--- src/rtl/plic_pkg.sv ---
// rtl/plic_pkg.sv - shared types and helpers for the PLIC gateway slice
package plic_pkg;

    typedef enum logic [1:0] {
        IDLE     = 2'd0,
        PENDING  = 2'd1,
        INFLIGHT = 2'd2
    } src_state_e;

    // Source ID 0 means "no interrupt"
    localparam int ID_NONE = 0;

    // True for a real source ID in 1..num_src
    function automatic logic id_valid(input int id, input int num_src);
        return (id != ID_NONE) && (id <= num_src);
    endfunction

endpackage

--- src/rtl/plic_gateway_src.sv ---
// rtl/plic_gateway_src.sv - one interrupt source: trigger detect, gateway FSM, optional edge counter (PLIC_EDGE_COUNT_EN)
module plic_gateway_src
    import plic_pkg::*;
(
    input  logic clock,
    input  logic reset,
    input  logic intr_i,
    input  logic edge_mode_i,
    input  logic claim_hit_i,
    input  logic complete_hit_i,
    output logic ip_o
);

    src_state_e state_q, state_d;
    logic       prev_q;
    logic       ip_q;
    logic       trig;

    assign trig = edge_mode_i ? (intr_i & ~prev_q) : intr_i;

`ifdef PLIC_EDGE_COUNT_EN
    logic [1:0] count_q, count_d, count_inc;

    // Count edges that arrive while the source is busy; level mode keeps it cleared
    always_comb begin
        count_inc = count_q;
        if (!edge_mode_i) begin
            count_inc = 2'd0;
        end else if (trig && (state_q != IDLE) && (count_q != 2'd3)) begin
            count_inc = count_q + 2'd1;
        end
    end
`endif

    // Next-state logic: claim moves PENDING to INFLIGHT, complete re-arms
    always_comb begin
        state_d = state_q;
`ifdef PLIC_EDGE_COUNT_EN
        count_d = count_inc;
`endif
        case (state_q)
            IDLE:     if (trig) state_d = PENDING;
            PENDING:  if (claim_hit_i) state_d = INFLIGHT;
            INFLIGHT: begin
                if (complete_hit_i) begin
`ifdef PLIC_EDGE_COUNT_EN
                    if (count_inc != 2'd0) begin
                        state_d = PENDING;
                        count_d = count_inc - 2'd1;
                    end else begin
                        state_d = IDLE;
                    end
`else
                    state_d = IDLE;
`endif
                end
            end
            default:  state_d = IDLE;
        endcase
    end

    // State, edge history and registered pending output
    always_ff @(posedge clock or negedge reset) begin
        if (!reset) begin
            state_q <= IDLE;
            prev_q  <= 1'b0;
            ip_q    <= 1'b0;
`ifdef PLIC_EDGE_COUNT_EN
            count_q <= 2'd0;
`endif
        end else begin
            state_q <= state_d;
            prev_q  <= intr_i;
            ip_q    <= (state_d == PENDING);
`ifdef PLIC_EDGE_COUNT_EN
            count_q <= count_d;
`endif
        end
    end

    assign ip_o = ip_q;

endmodule

--- src/rtl/plic_gateway_ctrl.sv ---
// rtl/plic_gateway_ctrl.sv - PLIC gateway top: claim register, ID decode, per-source gateways (PLIC_EDGE_COUNT_EN)
module plic_gateway_ctrl
    import plic_pkg::*;
#(
    parameter int NUM_SRC = 8,
    parameter int ID_W    = $clog2(NUM_SRC + 1)
) (
    input  logic               clock,
    input  logic               reset,
    input  logic [NUM_SRC-1:0] io_intr,
    input  logic [NUM_SRC-1:0] io_edge_mode,
    output logic [NUM_SRC-1:0] io_ip,
    input  logic [ID_W-1:0]    io_max_dev,
    input  logic               io_claim_req,
    output logic               io_claim_valid,
    output logic [ID_W-1:0]    io_claim_id,
    input  logic               io_complete_req,
    input  logic [ID_W-1:0]    io_complete_id
);

    logic            claim_valid_q;
    logic [ID_W-1:0] claim_id_q;
    logic            complete_ok;

    assign complete_ok = io_complete_req && id_valid(32'(io_complete_id), NUM_SRC);

    for (genvar i = 0; i < NUM_SRC; i++) begin : g_src
        localparam logic [ID_W-1:0] SRC_ID = ID_W'(i + 1);

        plic_gateway_src u_src (
            .clock          (clock),
            .reset          (reset),
            .intr_i         (io_intr[i]),
            .edge_mode_i    (io_edge_mode[i]),
            .claim_hit_i    (io_claim_req && (io_max_dev == SRC_ID)),
            .complete_hit_i (complete_ok && (io_complete_id == SRC_ID)),
            .ip_o           (io_ip[i])
        );
    end

    // Claim response: one-cycle valid pulse, ID held until the next claim
    always_ff @(posedge clock or negedge reset) begin
        if (!reset) begin
            claim_valid_q <= 1'b0;
            claim_id_q    <= ID_W'(ID_NONE);
        end else begin
            claim_valid_q <= io_claim_req;
            if (io_claim_req) begin
                claim_id_q <= io_max_dev;
            end
        end
    end

    assign io_claim_valid = claim_valid_q;
    assign io_claim_id    = claim_id_q;

endmodule

--- config.mk ---
export PLATFORM = sky130hd
export DESIGN_NAME = plic_gateway_ctrl
export DESIGN_NICKNAME = d
export VERILOG_FILES = /design/src/rtl/plic_pkg.sv /design/src/rtl/plic_gateway_src.sv /design/src/rtl/plic_gateway_ctrl.sv
export SDC_FILE = /design/constraint.sdc
export NUM_CORES = 1
export LEC_CHECK = 0
export CORE_AREA = 5 5 62 64
export DETAILED_ROUTE_END_ITERATION = 16
export DIE_AREA = 0 0 67 69
export HOLD_SLACK_MARGIN = 0.03
export PLACE_DENSITY = 0.88
export SETUP_SLACK_MARGIN = 0.3
export SLEW_MARGIN = 0
export SYNTH_ARGS = -nofsm -noshare
export SYNTH_HDL_FRONTEND = slang
export SYNTH_SLANG_ARGS = --single-unit
--- constraint.sdc ---
create_clock -name clock -period 1.5 [get_ports clock]
set_input_delay 0.3 -clock clock [delete_from_list [all_inputs] [get_ports clock]]
set_output_delay 0.3 -clock clock [all_outputs]
set_load 0.01 [all_outputs]
==> out/metrics.json, run 1 <==
{
  "outcome": "complete, no violations",
  "netlist.area_leader.share_pct": 59.9,
  "power_density_nw_per_um2": 952,
  "synth-seq-area-share_pct": 59.9,
  "relSlewSlack_pct": 76.6,
  "clkLatencyLatePin_ps": 340,
  "route.antenna.remaining_nets": 0,
  "ys_top_cells_by_area": "sky130_fd_sc_hd__dfrtp_1, sky130_fd_sc_hd__buf_4, sky130_fd_sc_hd__and3b_1",
  "worstRegToRegCells": 2,
  "postPlaceCellArea_um2": 1990,
  "syn-mean-instance-area_um2": 12.7,
  "synth.most_common_cell": "sky130_fd_sc_hd__dfrtp_1",
  "cts_post_setup_buffers_inserted": 0,
  "core.rowCount": 21,
  "share_of_post_route_cells_with_drive_strength_above_1_pct": 23.5,
  "coreArea_um2": 3230,
  "peak_supply_drop_mv": 0.566,
  "rsz0062_at_grt": "yes",
  "critical_path_cell_count": 4,
  "antenna_found_initial": 0,
  "fin_crit_ps": 1210,
  "report.final.hold_viol_count": 0,
  "via_per_inst": 5.27,
  "tritoncts_clock_tree": "done",
  "critical_path_cell_with_the_highest_stage_delay": "sky130_fd_sc_hd__clkdlybuf4s50_1",
  "max_slew.worst_pin.slew_ps": 350,
  "critPathCaptureType": "register",
  "cts_made_buffers": 5,
  "finClkSkew_ps": 3.55,
  "hold_buf_cts": 0,
  "clk_pin_slew_worst_paths_ps": 110,
  "syn_inst": 122,
  "gp_congestion": 0.786,
  "timing.fmax_ghz": 0.824,
  "ys_async_sr_fraction_pct": 100,
  "chipWidth_um": 67,
  "cts-root-to-sink-buffers": 2,
  "grt_start_max_net_pins": 38,
  "synth-main-ff-cell": "sky130_fd_sc_hd__dfrtp_1",
  "worst_path_dominant_cell_family": "simple AND/OR/NAND/NOR gates",
  "wirelength_um": 3360,
  "critical_path_arrival_ps": 1440,
  "critPathMaxStageDelay_ps": 410,
  "crit_fanout": 7,
  "syn-num-nets": 150,
  "stdcell_area_um2": 2020,
  "grt_pass1_vias": 1163,
  "cts-resized-gates": 55,
  "grt_first_pass_wirelength_um": 5380,
  "htree_levels": 2,
  "route.detailed.drc": 0,
  "initial_utilization_pct": 47.8,
  "count_of_max_cap_constraint_violations": 0,
  "drtIter0Drc": 80,
  "synth-edff-count": 0,
  "syn-cell-area_um2": 1550,
  "slew_violations": 0,
  "hold_class": "input pin to async pin",
  "path_cells": "clkdlybuf4s50_1, and2b_2, nor4bb_2, o22ai_1",
  "routed-via-count": 1118,
  "dp_hpwl_um": 2490,
  "synth.yosys.warnings": 0,
  "yosys-top-cells-count": "sky130_fd_sc_hd__dfrtp_1, sky130_fd_sc_hd__buf_4, sky130_fd_sc_hd__and3b_1, sky130_fd_sc_hd__nand2_1",
  "wl_per_cell_um": 15.9,
  "fp.dieArea_um2": 4620,
  "stdcell_count": 212,
  "insertedDiodeCount": 0,
  "worst_path_buf_inv": 1,
  "setup_cp_type": "input pin to register",
  "critical_path_required_ps": 1720,
  "sinks_on_clock_net": 37,
  "io-pin-count": 41,
  "setup_violations": 0,
  "p_leak_nw": 0.837,
  "fin_crit_sh_pct": 81.0,
  "clock-root-buffer": "sky130_fd_sc_hd__clkbuf_4",
  "place.detailed.instances": 204,
  "die-height_um": 69,
  "io_buffers": 40,
  "area_growth_pct": 30.8,
  "grt_util_all_layers_pct": 15.1,
  "remaining_global_route_overflow": 0,
  "synth_top_cell_by_area": "sky130_fd_sc_hd__dfrtp_1",
  "fin_nets": 193,
  "synth.ff_latch_count": 37,
  "drt-pass1-iter-count": 4,
  "startpoint_type": "input pin",
  "synth.distinct_cells": 27
}
## path summary, 6_finish.rpt
path	to	slack [ps]	startpoint
setup / recovery	g_src[1].u_src.state_q[1]$_DFF_PN0_	290	io_complete_id[3]
hold / removal	g_src[3].u_src.state_q[0]$_DFF_PN0_	330	reset
setup reg to reg	g_src[7].u_src.ip_o$_DFF_PN0_	510	g_src[7].u_src.state_q[0]$_DFF_PN0_
hold reg to reg	g_src[7].u_src.state_q[0]$_DFF_PN0_	470	g_src[7].u_src.state_q[1]$_DFF_PN0_
max in group asynchronous	io_claim_valid$_DFF_PN0_	990	reset
min in group clock	g_src[7].u_src.prev_q$_DFF_PN0_	420	io_intr[7]
## registers in the layout (all words and copies together) (netlist names)
name	count
g_src.u_src.prev_q	8
io_claim_valid	1
g_src.u_src.state_q	16
g_src.u_src.ip_o	8
io_claim_id	4
## through the flow
stage,hold WS (ps),total power [W],setup WS (ps),util (%),TNS (ps)
2_1_floorplan,4.41,0.00128,461,-,0
3_3_place_gp,431,0.00145,-48.2,61.4,-353
3_5_place_dp,451,0.00147,-112,61.4,-1080
4_1_cts,319,0.00193,304,61.2,0
5_1_grt,322,0.00202,274,62.5,0
6_report,326,0.00192,286,62.5,0
## per-layer routing
metal	vias to the layer above	global-route usage, %	routed length, um
li1	533	-	-
met4	0	5.18	39
met5	-	0	0
met1	551	19.1	1400
met2	29	23.7	1730
met3	5	5.36	192
## power breakdown
group / internal, W / switching (W)
registers: 0.00107 / 0.0000440
clock network: 0.000179 / 0.000316
logic: 0.000178 / 0.000135
total: 0.00143 / 0.000494
## kinds of logic (layout without fill, tap and decap cells)
kind of cell / after synthesis / after routing / share of synthesized area [%]
AOI/OAI and AO/OA: 23 / 23 / 11.0
buffers and inverters: 13 / 57 / 5.59
DFF: 37 / 37 / 59.9
muxes: 5 / 5 / 3.56
and+or+nand+nor: 44 / 44 / 19.9
## cells in the final DEF, fill, tap and decap left out, types with 2 or more instances in the layout
cell type and instances:
sky130_fd_sc_hd__buf_2 11, sky130_fd_sc_hd__clkdlybuf4s50_1 27, sky130_fd_sc_hd__dfrtp_1 37, sky130_fd_sc_hd__clkbuf_4 5, sky130_fd_sc_hd__a311oi_1 4, sky130_fd_sc_hd__a41o_1 2
sky130_fd_sc_hd__buf_6 2, sky130_fd_sc_hd__nand2_1 8, sky130_fd_sc_hd__and4b_1 4, sky130_fd_sc_hd__a21o_1 5, sky130_fd_sc_hd__nand2b_1 5, sky130_fd_sc_hd__and2b_2 2
sky130_fd_sc_hd__a211oi_1 2, sky130_fd_sc_hd__nand4_1 4, sky130_fd_sc_hd__mux2_2 4, sky130_fd_sc_hd__buf_4 5, sky130_fd_sc_hd__a21oi_1 3, sky130_fd_sc_hd__and3_1 2
sky130_fd_sc_hd__nand3_1 2, sky130_fd_sc_hd__clkinv_2 2, sky130_fd_sc_hd__inv_1 3, sky130_fd_sc_hd__o22ai_1 5, sky130_fd_sc_hd__and3b_1 8
## cell type report
type / instances / area [um2]
timing repair buffer: 46 / 405
tap: 46 / 57.6
fill: 279 / 1210
clock inverter: 2 / 10.0
inverter: 3 / 11.3
sequential: 37 / 926
clock buffer: 6 / 41.3
multi-input combinational: 72 / 569
No activity file was read; power rests on OpenSTA's default activity.
==> inputs of run 2 (changes only) <==
CORE_AREA = 5 5 64 66   (was 5 5 62 64)
DIE_AREA = 0 0 69 71   (was 0 0 67 69)
PLACE_DENSITY = 0.83   (was 0.88)
clock period = 1.17 ns   (was 1.5 ns; I/O delays follow)
==> out/metrics.json, run 2 (synthesis gave the netlist of run 1 again) <==
{
  "insertedDiodeCount": {"value": 0, "change": "unchanged"},
  "worst_path_dominant_cell_family": {"value": "flip-flops", "change": "was simple AND/OR/NAND/NOR gates"},
  "p_leak": {"value": 0.892, "unit": "nW", "change": "was 0.837 nW"},
  "grt_start_max_net_pins": {"value": 38, "change": "unchanged"},
  "critPathCaptureType": {"value": "output port", "change": "was register"},
  "htree_levels": {"value": 2, "change": "unchanged"},
  "drtIter0Drc": {"value": 40, "change": "was 80"},
  "area_growth": {"value": 36.7, "unit": "%", "change": "was 30.8%"},
  "most-common-layout-cells": {"value": "sky130_fd_sc_hd__dfrtp_1, sky130_fd_sc_hd__clkdlybuf4s50_1, sky130_fd_sc_hd__buf_2, sky130_fd_sc_hd__buf_4", "change": "was sky130_fd_sc_hd__dfrtp_1, sky130_fd_sc_hd__clkdlybuf4s50_1, sky130_fd_sc_hd__buf_2, sky130_fd_sc_hd__nand2_1, sky130_fd_sc_hd__and3b_1"},
  "largest_register_ffs": {"value": 16, "change": "unchanged"},
  "share_of_post_route_cells_with_drive_strength_above_1": {"value": 32.9, "unit": "%", "change": "was 23.5%"},
  "slew_violations": {"value": 0, "change": "unchanged"},
  "grt_pass1_vias": {"value": 1324, "change": "was 1163"},
  "outcome": {"value": "complete, no violations", "change": "unchanged"},
  "grt_util_all_layers": {"value": 16.0, "unit": "%", "change": "was 15.1%"},
  "place.detailed.instances": {"value": 209, "change": "was 204"},
  "peak_supply_drop": {"value": 0.716, "unit": "mV", "change": "was 0.566 mV"},
  "setup_cp_type": {"value": "register to output port", "change": "was input pin to register"},
  "report.final.hold_viol_count": {"value": 0, "change": "unchanged"},
  "coreArea": {"value": 3520, "unit": "um2", "change": "was 3230 um2"},
  "wl_per_cell": {"value": 16.5, "unit": "um", "change": "was 15.9 um"},
  "relSlewSlack": {"value": 75.7, "unit": "%", "change": "was 76.6%"},
  "max_slew.worst_pin.slew": {"value": 364, "unit": "ps", "change": "was 350 ps"},
  "critical_path_arrival": {"value": 870, "unit": "ps", "change": "was 1440 ps"},
  "crit_fanout": {"value": 2, "change": "was 7"},
  "critical_path_required": {"value": 940, "unit": "ps", "change": "was 1720 ps"},
  "route.detailed.drc": {"value": 0, "change": "unchanged"},
  "largest-register": {"value": "g_src.u_src.state_q", "change": "unchanged"},
  "grt_first_pass_wirelength": {"value": 6110, "unit": "um", "change": "was 5380 um"},
  "finClkSkew": {"value": 4.17, "unit": "ps", "change": "was 3.55 ps"},
  "clk_pin_slew_worst_paths": {"value": 100, "unit": "ps", "change": "was 110 ps"},
  "clock-root-buffer": {"value": "sky130_fd_sc_hd__clkbuf_4", "change": "unchanged"},
  "routed-via-count": {"value": 1170, "change": "was 1118"},
  "fin_crit_sh_pct": 94.6,
  "critical_path_cell_with_the_highest_stage_delay": {"value": "sky130_fd_sc_hd__dfrtp_1", "change": "was sky130_fd_sc_hd__clkdlybuf4s50_1"},
  "via_per_inst": {"value": 5.29, "change": "was 5.27"},
  "cts-root-to-sink-buffers": {"value": 2, "change": "unchanged"},
  "layout.cells.most_common": {"value": "sky130_fd_sc_hd__dfrtp_1", "change": "unchanged"},
  "fin_nets": {"value": 200, "change": "was 193"},
  "tritoncts_clock_tree": {"value": "done", "change": "unchanged"},
  "drt-pass1-iter-count": {"value": 4, "change": "unchanged"},
  "path_cells": {"value": "buf_2", "change": "was clkdlybuf4s50_1, and2b_2, nor4bb_2, o22ai_1"},
  "fp.dieArea": {"value": 4900, "unit": "um2", "change": "was 4620 um2"},
  "design_power_total": {"value": 0.00250, "unit": "W", "change": "was 0.00192 W"},
  "die-height": {"value": 71, "unit": "um", "change": "was 69 um"},
  "route.antenna.remaining_nets": {"value": 0, "change": "unchanged"},
  "stdcell_count": {"value": 221, "change": "was 212"},
  "power_density": {"value": 1180, "unit": "nW/um2", "change": "was 952 nW/um2"},
  "chipWidth": {"value": 69, "unit": "um", "change": "was 67 um"},
  "count_of_max_cap_constraint_violations": {"value": 0, "change": "unchanged"},
  "io_buffers": {"value": 40, "change": "unchanged"},
  "rsz0062_at_grt": {"value": "yes", "change": "unchanged"},
  "hold_class": {"value": "input pin to register", "change": "was input pin to async pin"},
  "wirelength": {"value": 3640, "unit": "um", "change": "was 3360 um"},
  "remaining_global_route_overflow": {"value": 0, "change": "unchanged"},
  "timing.fmax_ghz": 0.903,
  "io-pin-count": {"value": 41, "change": "unchanged"},
  "sinks_on_clock_net": {"value": 37, "change": "unchanged"},
  "critPathMaxStageDelay": {"value": 400, "unit": "ps", "change": "was 410 ps"},
  "worst_path_buf_inv": {"value": 1, "change": "unchanged"},
  "clkLatencyLatePin": {"value": 330, "unit": "ps", "change": "was 340 ps"},
  "cts_made_buffers": {"value": 5, "change": "unchanged"},
  "startpoint_type": {"value": "register", "change": "was input pin"},
  "core.rowCount": {"value": 22, "change": "was 21"},
  "dp_hpwl": {"value": 2590, "unit": "um", "change": "was 2490 um"},
  "antenna_found_initial": {"value": 0, "change": "unchanged"},
  "initial_utilization": {"value": 43.9, "unit": "%", "change": "was 47.8%"},
  "setup_violations": {"value": 0, "change": "unchanged"},
  "gp_congestion": {"value": 0.772, "change": "was 0.786"},
  "fin_crit_ps": 1110
}
==> run 2: worst paths after layout <==
| check | startpoint | end | slack, ps | cells past startpoint |
|---|---|---|---|---|
| max | io_claim_id[2]$_DFFE_PN0P_ | io_claim_id[2] | 60 | 1 |
| min | io_max_dev[2] | io_claim_id[2]$_DFFE_PN0P_ | 230 | 2 |
| max reg2reg | io_claim_id[1]$_DFFE_PN0P_ | io_claim_id[1]$_DFFE_PN0P_ | 180 | 3 |
| min reg2reg | g_src[5].u_src.state_q[1]$_DFF_PN0_ | g_src[5].u_src.state_q[1]$_DFF_PN0_ | 500 | 1 |
| max in group asynchronous | reset | g_src[3].u_src.state_q[0]$_DFF_PN0_ | 580 | 3 |
| min in group asynchronous | reset | g_src[1].u_src.prev_q$_DFF_PN0_ | 390 | 3 |
==> run 2: stage by stage <==
step | hold WS (ps) | setup WS, ps | instance area [um2] | util (%) | setup TNS [ps]
after CTS | 286 | 34.7 | 2070 | 58.8 | 0
after floorplan | -61.6 | 251 | 1550 | - | 0
after global routing | 208 | 2.78 | 2110 | 59.9 | 0
after detailed placement | 210 | -380 | 2010 | 57.0 | -8160
final | 233 | 62.7 | 2110 | 59.9 | 0
after global placement | 207 | -311 | 2010 | 57.0 | -6880
==> run 2: metal layers <==
metal,part of all wire [%],global-route usage [%],vias to the layer above
met2,54,28.3,41
met4,1.9,7.38,0
met5,0,0,-
li1,-,-,547
met1,38,17.3,577
met3,5.6,5.54,5
==> run 2: area by class of cell <==
type	count	area, um2
fill	314	1410
clock buffer	8	48.8
sequential	37	927
tap	48	60.1
inverter	3	11.3
multi-input combinational	72	616
timing repair buffer	53	449
==> run 2: timing repair <==
action / 4_1_cts / 5_1_grt
hold endpoints to repair: 37 / 0
setup endpoints to repair: 41 / 34
gates resized for setup: 78 / 15
pin swaps: 12 / 12
buffers inserted: 2 / 1
hold buffers: 1 / 0
==> run 2: report_power, final <==
part / internal [W] / switching [W]
Combinational: 0.000250 / 0.000190
Sequential: 0.00138 / 0.0000665
Clock: 0.000239 / 0.000377
